`config.mk`:
```
export PLATFORM = sky130hd
export DESIGN_NAME = uart_cmd_ctrl
export DESIGN_NICKNAME = d
export VERILOG_FILES = /design/src/rtl/uart_cmd_pkg.sv /design/src/rtl/uart_cmd_timeout.sv /design/src/rtl/uart_cmd_ctrl.sv
export SDC_FILE = /design/constraint.sdc
export NUM_CORES = 1
export LEC_CHECK = 0
export CAP_MARGIN = 20
export CORE_ASPECT_RATIO = 0.7
export CORE_MARGIN = 3
export CORE_UTILIZATION = 47
export CTS_CLUSTER_DIAMETER = 40
export DETAILED_ROUTE_END_ITERATION = 8
export PLACE_DENSITY = 0.71
export SETUP_SLACK_MARGIN = 0.05
export SLEW_MARGIN = 15
export SYNTH_ARGS = -nofsm -noshare
export SYNTH_HDL_FRONTEND = slang
export SYNTH_SLANG_ARGS = --single-unit
```
`constraint.sdc`:
```
create_clock -name CLK_100M -period 3.1 [get_ports CLK_100M]
set_input_delay 0.62 -clock CLK_100M [delete_from_list [all_inputs] [get_ports CLK_100M]]
set_output_delay 0.62 -clock CLK_100M [all_outputs]
set_load 0.005 [all_outputs]
```
`src/rtl/uart_cmd_pkg.sv`:
```
// Shared types and constants for the UART command sequencer: FSM state encoding,
// acknowledge codes and the default packet header byte.
package uart_cmd_pkg;

  typedef enum logic [2:0] {
    IDLE   = 3'd0,
    ADDR   = 3'd1,
    DATAH  = 3'd2,
    DATAL  = 3'd3,
    CSUM   = 3'd4,
    WRITE  = 3'd5,
    REJECT = 3'd6,
    ACK    = 3'd7
  } state_t;

  localparam logic [7:0] ACK_CODE   = 8'h06;
  localparam logic [7:0] NAK_CODE   = 8'h15;
  localparam logic [7:0] HEADER_DEF = 8'hA5;

endpackage

```
`src/rtl/uart_cmd_timeout.sv`:
```
// Inter-byte idle counter: clr wins over en; expire is a combinational 1-cycle pulse on the
// P_TIMEOUT_CNT-th enabled cycle, no backpressure.
module uart_cmd_timeout #(
  parameter logic [23:0] P_TIMEOUT_CNT = 24'd1000000
) (
  input  logic clk,
  input  logic rst,
  input  logic clr,
  input  logic en,
  output logic expire
);

  logic [23:0] cnt_q, cnt_d;

  always_comb begin
    cnt_d = cnt_q;
    if (clr) begin
      cnt_d = 24'd0;
    end else if (en) begin
      cnt_d = cnt_q + 24'd1;
    end
  end

  assign expire = en && !clr && (cnt_q == P_TIMEOUT_CNT - 24'd1);

  always_ff @(posedge clk) begin
    if (rst) begin
      cnt_q <= 24'd0;
    end else begin
      cnt_q <= cnt_d;
    end
  end

endmodule

```
`src/rtl/uart_cmd_ctrl.sv`:
```
// Frames 5-byte UART packets into 16-bit register writes; REG_WE one cycle after the checksum byte.
// No backpressure on RX; UART_CMD_ACK_EN adds a TX ack byte that waits while UART_TX_BUSY is high.
module uart_cmd_ctrl
  import uart_cmd_pkg::*;
#(
  parameter logic [7:0]  P_HEADER      = HEADER_DEF,
  parameter logic [23:0] P_TIMEOUT_CNT = 24'd1000000,
  parameter int unsigned P_ERR_W       = 8
) (
  input  logic               CLK_100M,
  input  logic               SYS_RST,
`ifdef UART_CMD_ACK_EN
  input  logic               UART_TX_BUSY,
  output logic [7:0]         UART_TX_DATA,
  output logic               UART_TX_VLD,
`endif
  input  logic [7:0]         UART_RX_DATA,
  input  logic               UART_RX_DVLD,
  input  logic               UART_RX_ERR,
  output logic               REG_WE,
  output logic [7:0]         REG_ADDR,
  output logic [15:0]        REG_WDATA,
  output logic               CMD_BUSY,
  output logic [P_ERR_W-1:0] ERR_CNT
);

  state_t             state_q, state_d;
  logic [7:0]         addr_q, addr_d, dhi_q, dhi_d, dlo_q, dlo_d;
  logic [7:0]         reg_addr_q, reg_addr_d;
  logic [15:0]        reg_wdata_q, reg_wdata_d;
  logic               reg_we_q, reg_we_d, cmd_busy_q, cmd_busy_d;
  logic [P_ERR_W-1:0] err_cnt_q, err_cnt_d;
  logic               err_inc, tmo_en, tmo_clr, tmo_expire;
  logic [7:0]         csum;
  logic               hdr_seen;
`ifdef UART_CMD_ACK_EN
  logic               ack_ok_q, ack_ok_d, tx_vld_q, tx_vld_d;
  logic [7:0]         tx_data_q, tx_data_d;
`endif

  assign csum     = addr_q + dhi_q + dlo_q;
  assign hdr_seen = UART_RX_DVLD && (UART_RX_DATA == P_HEADER);
  assign tmo_en   = (state_q == ADDR) || (state_q == DATAH) || (state_q == DATAL) || (state_q == CSUM);
  assign tmo_clr  = UART_RX_DVLD || (state_q == IDLE);

  uart_cmd_timeout #(.P_TIMEOUT_CNT(P_TIMEOUT_CNT)) u_timeout (
    .clk    (CLK_100M),
    .rst    (SYS_RST),
    .clr    (tmo_clr),
    .en     (tmo_en),
    .expire (tmo_expire)
  );

  always_comb begin
    state_d     = state_q;
    addr_d      = addr_q;
    dhi_d       = dhi_q;
    dlo_d       = dlo_q;
    reg_addr_d  = reg_addr_q;
    reg_wdata_d = reg_wdata_q;
    err_inc     = 1'b0;
`ifdef UART_CMD_ACK_EN
    ack_ok_d    = ack_ok_q;
    tx_vld_d    = 1'b0;
    tx_data_d   = tx_data_q;
`endif
    case (state_q)
      IDLE: begin
        if (hdr_seen) state_d = ADDR;
      end
      ADDR, DATAH, DATAL, CSUM: begin
        // An RX error beats a byte arriving in the same cycle; a byte beats the timeout.
        if (UART_RX_ERR) begin
          state_d = IDLE;
          err_inc = 1'b1;
        end else if (UART_RX_DVLD) begin
          case (state_q)
            ADDR:    begin addr_d = UART_RX_DATA; state_d = DATAH; end
            DATAH:   begin dhi_d  = UART_RX_DATA; state_d = DATAL; end
            DATAL:   begin dlo_d  = UART_RX_DATA; state_d = CSUM;  end
            default: begin
              if (UART_RX_DATA == csum) begin
                state_d     = WRITE;
                reg_addr_d  = addr_q;
                reg_wdata_d = {dhi_q, dlo_q};
              end else begin
                state_d = REJECT;
              end
            end
          endcase
        end else if (tmo_expire) begin
          state_d = IDLE;
          err_inc = 1'b1;
        end
      end
      WRITE, REJECT: begin
        err_inc = (state_q == REJECT);
`ifdef UART_CMD_ACK_EN
        ack_ok_d = (state_q == WRITE);
        state_d  = ACK;
`else
        state_d = hdr_seen ? ADDR : IDLE;
`endif
      end
`ifdef UART_CMD_ACK_EN
      ACK: begin
        err_inc = UART_RX_DVLD;
        if (!UART_TX_BUSY) begin
          tx_vld_d  = 1'b1;
          tx_data_d = ack_ok_q ? ACK_CODE : NAK_CODE;
          state_d   = IDLE;
        end
      end
`endif
      default: state_d = IDLE;
    endcase

    reg_we_d   = (state_d == WRITE);
    cmd_busy_d = (state_d != IDLE);
    err_cnt_d  = err_cnt_q;
    if (err_inc && (err_cnt_q != {P_ERR_W{1'b1}})) begin
      err_cnt_d = err_cnt_q + {{(P_ERR_W-1){1'b0}}, 1'b1};
    end
  end

  always_ff @(posedge CLK_100M) begin
    if (SYS_RST) begin
      state_q     <= IDLE;
      addr_q      <= 8'd0;
      dhi_q       <= 8'd0;
      dlo_q       <= 8'd0;
      reg_addr_q  <= 8'd0;
      reg_wdata_q <= 16'd0;
      reg_we_q    <= 1'b0;
      cmd_busy_q  <= 1'b0;
      err_cnt_q   <= '0;
`ifdef UART_CMD_ACK_EN
      ack_ok_q    <= 1'b0;
      tx_vld_q    <= 1'b0;
      tx_data_q   <= 8'd0;
`endif
    end else begin
      state_q     <= state_d;
      addr_q      <= addr_d;
      dhi_q       <= dhi_d;
      dlo_q       <= dlo_d;
      reg_addr_q  <= reg_addr_d;
      reg_wdata_q <= reg_wdata_d;
      reg_we_q    <= reg_we_d;
      cmd_busy_q  <= cmd_busy_d;
      err_cnt_q   <= err_cnt_d;
`ifdef UART_CMD_ACK_EN
      ack_ok_q    <= ack_ok_d;
      tx_vld_q    <= tx_vld_d;
      tx_data_q   <= tx_data_d;
`endif
    end
  end

  assign REG_WE    = reg_we_q;
  assign REG_ADDR  = reg_addr_q;
  assign REG_WDATA = reg_wdata_q;
  assign CMD_BUSY  = cmd_busy_q;
  assign ERR_CNT   = err_cnt_q;
`ifdef UART_CMD_ACK_EN
  assign UART_TX_VLD  = tx_vld_q;
  assign UART_TX_DATA = tx_data_q;
`endif

endmodule
```
==> summary.txt, run 1 <==
STA
  • Minimum clock period: 3.06 ns
  • Period utilization: 0.988
  • F_max: 0.326 GHz
  • Max Slew Vio Count: 0
  • Final Skew: 0.00658 ns
  • Final TNS setup: 0 ns
  • RSZ-0062 raised after global routing: yes
  • Slew HR: 0.447
  • Final WS setup: 0.0369 ns
  • Hold_ws: 0.495 ns
  • Worst-Margin Slew: 0.830 ns
  • Final Hold Violating Endpoints: 0
  • Endpoints failing setup: 0

Final layout
  • Final non-filler cell total: 583
  • Fin area: 4960 µm²
  • Layout cells sized above 1: 0.0809
  • Diodes inserted: 0
  • Layout Nets: 506
  • End-of-flow core utilization: 0.617
  • Fill count: 692
  • Synth-to-Final Area Change: 25.1%

Run
  • Max-Cap Viols: 0

Logic synthesis
  • Sequential share of the synthesized area: 0.429
  • Top post-synthesis cells by area: dfxtp_1 43%, mux2i_1 12%, nor2_1 7.9%
  • Synth area leader: dfxtp_1
  • Syn avg cell area: 9.31 µm²
  • Post-synthesis cell count: 426
  • Mapped cell area: 3970 µm²
  • Post-synthesis async set-or-reset flop share: 0
  • Syn_nets: 454
  • Top FF cell, synth: dfxtp_1
  • Library cells used by synthesis: 47
  • Share of the synthesized area in the top cell type: 0.429
  • Yosys warning total: 0
  • Number of synthesized flops with an enable pin: 0
  • Yosys reg bits: 85

Pwr
  • Peak supply drop: 0.268 mV
  • Pleak: 2.02 nW
  • P per Cell Area: 480 nW/µm²
  • Final Power: 2.38 mW

CTS
  • Clock-pin slew on the worst setup and hold paths: 0.06 ns
  • Latest clock arrival within the worst-skew pair: 0.33 ns
  • Cts bufs inserted: 9
  • Level count of the clock H-tree: 3
  • Root Driver: clkbuf_16
  • Hold buffer count at cts: 0
  • Bufs on Longest Clock Path: 2
  • Sink Count: 85
  • TritonCTS clock tree: done

Detailed routing
  • DR WL/cell: 14.7 µm
  • Routed length on met2: 3.60 mm
  • Vias per std cell: 5.42
  • DRT Pass-1 Iters: 5
  • Routed WL: 8.60 mm
  • Initial drt markers: 199
  • DRC: 0
  • Met3 WL: 455 µm
  • Detailed-route via count: 3,159
  • M1 WL: 4.42 mm
  • Routed Antenna Nets: 0
  • Top sig layer: met4

Worst setup path
  • Crit path DAT: 3.25 ns
  • CP required: 3.29 ns
  • CP max FO: 12
  • Setup crit end kind: flop
  • Worst Setup Start Kind: flop
  • Crit path kind: reg -> reg

Placement
  • Port Buffer Count: 45
  • Placed Cells: 567
  • Area after DPL: 4570 µm²
  • Pre-CTS setup slack: 0.0317 ns
  • GP Congestion: 0.822
  • DP HPWL: 5.87 mm

Die
  • Full die area: 9590 µm²
  • I/O pin count: 46
  • Initial core utilization: 0.493
  • DIE WIDTH: 116 µm
  • Core ar.: 8040 µm²
  • Placement Rows: 27
  • Die Height: 82.8 µm

Min path
  • Hold Path Class: reg -> reg

GRT
  • Vias in the first global route: 3,033
  • GRT overflow: 0
  • First-pass GRT wire length: 14.6 mm
  • Overall Global Routing Usage: 0.188
  • Largest net degree at the start of global routing: 62
  • Antenna violations before repair: 0

Run status
  • Status: completed
## cell usage in the layout (no fill, tap or decap), types with 2 or more instances in the layout
cell / instances
a21o_1: 2
a21oi_1: 14
a31oi_1: 4
and3_1: 6
buf_4: 11
bufinv_16: 3
clkbuf_16: 9
clkbuf_8: 2
clkdlybuf4s50_1: 44
dfxtp_1: 83
dfxtp_2: 2
fa_1: 7
ha_1: 7
inv_1: 3
mux2i_1: 49
nand2_1: 22
nand2b_1: 3
nand3_1: 12
nand4_1: 8
nor2_1: 83
nor2b_1: 4
nor3_1: 12
nor4_1: 2
o21ai_0: 13
or3_1: 8
or4_1: 2
or4_4: 2
xnor2_1: 21
xor2_1: 16
## layer usage
layer,vias up,track usage
li1,1573,-
met1,1494,0.279
met2,80,0.265
met3,12,0.0466
met4,0,0.0622
met5,-,0
## power breakdown
| part | switching [mW] | internal [mW] |
|---|---|---|
| combinational | 0.0332 | 0.0240 |
| clock | 0.408 | 0.825 |
| sequential | 0.0000556 | 1.09 |
## flip-flops by register name, summed over array words and instances, names as in the netlist, 3 cells and up
| signal | count |
|---|---|
| state_q | 3 |
| REG_ADDR | 8 |
| addr_q | 8 |
| u_timeout.cnt_q | 24 |
| dhi_q | 8 |
| REG_WDATA | 16 |
| dlo_q | 8 |
| ERR_CNT | 8 |
## logic make-up after synthesis
| logic type | count (synthesis) | synth area share |
|---|---|---|
| adder cells (fa/ha/maj) | 17 | 0.0682 |
| AND/OR/NAND/NOR | 175 | 0.212 |
| XOR/XNOR | 37 | 0.0817 |
| buffers and inverters | 20 | 0.0208 |
| AO/OA/AOI/OAI | 43 | 0.0644 |
| flip-flops | 85 | 0.429 |
| multiplexers | 49 | 0.124 |
## worst paths after layout
check	start	end	slack [ns]	cells after the start
max reg2reg	addr_q[1]	REG_ADDR[2]	0.04	10
min	REG_WDATA[11]	REG_WDATA[11]	0.50	2
min reg2reg	REG_WDATA[11]	REG_WDATA[11]	0.50	2
max	addr_q[1]	REG_ADDR[2]	0.04	10
## repair_timing
action                                  in CTS  in global routing
gates cloned                                 1                  0
pin swaps                                    0                  0
buffers inserted                             0                  0
gates resized for setup                      2                  3
endpoints found under the setup margin      22                 27
## worst max-delay path, stage by stage (launching register included)
cell and delay, ns:
dfxtp_2 0.33, fa_1 0.54, ha_2 0.20, fa_2 0.44, xor2_1 0.16, nor4_2 0.24, nand3_1 0.13, or4_4 0.49
buf_12 0.19, mux2i_1 0.14, nor2_1 0.06
## Yosys cell counts, types with 4 or more instances
cell,instances
a21oi_1,14
a31oi_1,4
and3_1,6
clkbuf_1,14
dfxtp_1,85
fa_1,8
ha_1,8
mux2i_1,49
nand2_1,22
nand3_1,12
nand4_1,8
nor2_1,83
nor2b_1,4
nor3_1,12
o21ai_0,13
or3_1,8
xnor2_1,21
xor2_1,16
## cell type report
| type | instances | area [µm²] | share of cell area |
|---|---|---|---|
| clock buffer | 11 | 253 | 0.0509 |
| clock inverter | 4 | 95.1 | 0.0192 |
| inverter | 3 | 11.3 | 0.00227 |
| multi-input combinational | 321 | 2200 | 0.443 |
| sequential | 85 | 1700 | 0.344 |
| tap | 101 | 126 | 0.0255 |
| timing repair buffer | 58 | 576 | 0.116 |
(Power assumes the default switching activity.)
==> run 2: changes to the inputs <==
--- a/config.mk
+++ b/config.mk
@@ -16,4 +16,5 @@
 export SLEW_MARGIN = 15
 export SYNTH_ARGS = -nofsm -noshare
 export SYNTH_HDL_FRONTEND = slang
+export SYNTH_HIERARCHICAL = 1
 export SYNTH_SLANG_ARGS = --single-unit
==> run 2 against run 1 <==
  * Design area rose by 4.9%
  * Register-to-register slack improved by 0.21 ns
  * Synthesized area rose by 7.2%
  * Sequential share of layout area fell by 1.6 points
  * First-iteration DRC count rose by 39%
  * Routed wire length rose by 16%
  * Largest cell class unchanged
==> summary.txt, run 2 <==
Run status
  • Status: completed

Logic synthesis
  • Synth Area in Compound Gates: 0.141
  • Library cells used by synthesis: 60
  • Mapped cell area: 4250 µm²
  • Adder-Cell Fraction of Synth Area: 0.0612
  • Mux contribution to synthesized area: 0.0662
  • Yosys warning total: 6
  • Yosys reg bits: 85
  • Syn avg cell area: 9.01 µm²
  • Synth top cells by count: 85 x dfxtp_1, 51 x nor2_1, 45 x a21oi_1, 37 x nand4_1, 34 x o21ai_0
  • Synth area leader: dfxtp_1
  • Number of synthesized flops with an enable pin: 0
  • Top post-synthesis cells by area: dfxtp_1 40%, mux2i_1 6.4%, nand4_1 5.4%
  • Sequential share of the synthesized area: 0.400
  • Top FF cell, synth: dfxtp_1
  • XOR/XNOR share of the synthesized area: 0.0650
  • Post-synthesis simple-gate area fraction: 0.229
  • Post-synthesis cell count: 472
  • Count leader, synth: dfxtp_1
  • Post-synthesis async set-or-reset flop share: 0
  • Main combinational cell family by area after synthesis: simple AND/OR/NAND/NOR gates
  • Syn_nets: 500
  • Share of the synthesized area in the top cell type: 0.400

Min path
  • WHS Path Cells: 2
  • Hold Path Class: reg -> reg
  • Hold EP: REG_WDATA[8]
  • Hold path startpoint: REG_WDATA[8]

CTS
  • Post-CTS Setup Bufs: 0
  • Cts bufs inserted: 9
  • Sink Count: 85
  • Level count of the clock H-tree: 3
  • TritonCTS clock tree: done
  • Root Driver: clkbuf_16
  • Clock-pin slew on the worst setup and hold paths: 0.06 ns
  • Latest clock arrival within the worst-skew pair: 0.34 ns
  • Hold buffer count at cts: 0
  • Bufs on Longest Clock Path: 2

GRT
  • Vias in the first global route: 3,357
  • Largest net degree at the start of global routing: 62
  • Antenna violations before repair: 0
  • First-pass GRT wire length: 16.7 mm
  • Overall Global Routing Usage: 0.203
  • GRT overflow: 0

Final layout
  • Fill count: 771
  • Commonest non-fill, non-tap cell in the layout: dfxtp_1
  • Commonest cells after routing, fill and taps aside: 84 x dfxtp_1, 51 x nor2_1, 44 x a21oi_1
  • Top reg by flops: u_timeout/cnt_q
  • Layout Nets: 548
  • Layout cells sized above 1: 0.124
  • Final non-filler cell total: 643
  • Diodes inserted: 0
  • Fin area: 5200 µm²
  • Synth-to-Final Area Change: 22.4%
  • Largest register FFs: 24

Placement
  • Port Buffer Count: 45
  • Placed Cells: 629
  • DP HPWL: 7.19 mm
  • Area after DPL: 4870 µm²
  • GP Congestion: 0.865

STA
  • Final Hold Violating Endpoints: 0
  • Minimum clock period: 2.86 ns
  • F_max: 0.350 GHz
  • Max Slew Vio Count: 0
  • Period utilization: 0.921
  • Slew HR: 0.468
  • Final Skew: 0.00593 ns
  • RSZ-0062 raised after global routing: no
  • Worst-Margin Slew: 0.791 ns
  • Endpoints failing setup: 0

Worst setup path
  • Setup slack, reg-to-reg: 0.24 ns
  • Setup crit end kind: flop
  • Worst Setup Start Kind: flop
  • CP max FO: 4
  • Worst stage delay on the critical path: 0.54 ns
  • Crit path kind: reg -> reg
  • Worst reg-to-reg path cell count: 9
  • Slowest CP cell: fa_1
  • CP required: 3.34 ns
  • Crit path DAT: 3.10 ns
  • Critical-path cell list: fa_1, ha_2, fa_1, xnor2_2, o2111ai_2, nor4b_2, and2_4, nand3_4, a2111oi_4
  • Most used cell, CP: fa_1
  • Reg-to-reg endpoint: REG_WE
  • RR Startpoint: addr_q[1]

Pwr
  • Peak supply drop: 0.282 mV
  • P per Cell Area: 427 nW/µm²
  • Pleak: 1.89 nW
  • Final Power: 2.22 mW

Detailed routing
  • Initial drt markers: 276
  • Routed WL: 9.99 mm
  • DRT Pass-1 Iters: 4
  • Detailed-route via count: 3,631
  • Routed Antenna Nets: 0
  • DR WL/cell: 15.5 µm
  • Vias per std cell: 5.65
  • DRC: 0

Die
  • Die Height: 85.6 µm
  • Core ar.: 8620 µm²
  • Initial core utilization: 0.493
  • I/O pin count: 46
  • Full die area: 10,200 µm²
  • DIE WIDTH: 120 µm
  • Placement Rows: 28

Run
  • Max-Cap Viols: 0
-- run 2: changes by cell type after synthesis, moves of 4 or more --
cell	previous run	this run
inv_1	3	7
nor2_1	83	51
mux2i_1	49	27
buf_2	0	6
a21oi_1	14	45
xnor2_1	21	13
o22ai_1	0	4
nand2_1	22	17
nor4_1	3	7
nand4_1	8	37
nor3_1	12	6
o21ai_0	13	34
-- run 2: stage by stage --
step           setup slack, ns  TNS (ns)   util  hold WS [ns]
6_report                 0.245         0  0.604         0.473
5_1_grt                 0.0498         0  0.604         0.494
4_1_cts                 0.0668         0  0.599         0.474
3_5_place_dp            -0.278     -1.50  0.565         0.467
3_3_place_gp            -0.153    -0.922  0.565         0.463
2_1_floorplan            0.108         0      -         0.458
-- run 2: how the worst max path moves through the flow --
stage,startpoint,endpoint
floorplan,UART_RX_DVLD,ERR_CNT[5]
global placement,UART_RX_DVLD,ERR_CNT[4]
detailed placement,UART_RX_DVLD,ERR_CNT[6]
CTS,UART_RX_DVLD,ERR_CNT[6]
global route,addr_q[1],REG_WE
finish,addr_q[1],REG_WE
-- run 2: power breakdown --
group          switching, mW  total (mW)  leakage, nW  internal [mW]
Sequential         0.0000742        1.09        0.685           1.09
Combinational         0.0479      0.0771         1.07         0.0292
Clock                  0.416        1.05        0.136          0.635
Total                  0.464        2.22         1.89           1.76
-- run 2: logic make-up after synthesis --
kind of cell	count (synthesis)
AOI/OAI and AO/OA	101
xor gates and xnor gates	30
adders and majority gates	16
buffers and inverters	36
DFF	85
muxes	28
and+or+nand+nor	176
-- run 2: what timing repair did --
item                                    in CTS  in global routing
pin swaps                                    0                  4
gates resized for setup                      1                 15
cloned                                       0                  0
endpoints found under the setup margin      19                 35
-- run 2: final cells by class --
cell class | count | area, µm² | share of cell area
Clock buffer | 10 | 239 | 0.0459
Clock inverter | 4 | 50.0 | 0.00962
Inverter | 7 | 26.3 | 0.00505
Multi-Input combinational cell | 351 | 2430 | 0.466
Sequential cell | 85 | 1700 | 0.327
Tap cell | 120 | 150 | 0.0288
Timing Repair Buffer | 66 | 609 | 0.117
-- run 2: worst max-delay path: cells and delay by family (launching register included) --
kind / cells / cell delay [ns]
adder cells (fa/ha/maj): 3 / 1.21
AND/OR/NAND/NOR: 3 / 0.61
AO/OA/AOI/OAI: 2 / 0.46
XOR/XNOR: 1 / 0.15
flip-flops: 1 / 0.34
-- run 2: metal layers --
metal | share of wire | up-vias | track usage | wire, µm
li1 | - | 1813 | - | -
met1 | 0.49 | 1715 | 0.285 | 4900
met2 | 0.44 | 91 | 0.309 | 4440
met3 | 0.049 | 12 | 0.0534 | 489
met4 | 0.016 | 0 | 0.0665 | 160
met5 | 0 | - | 0 | 0
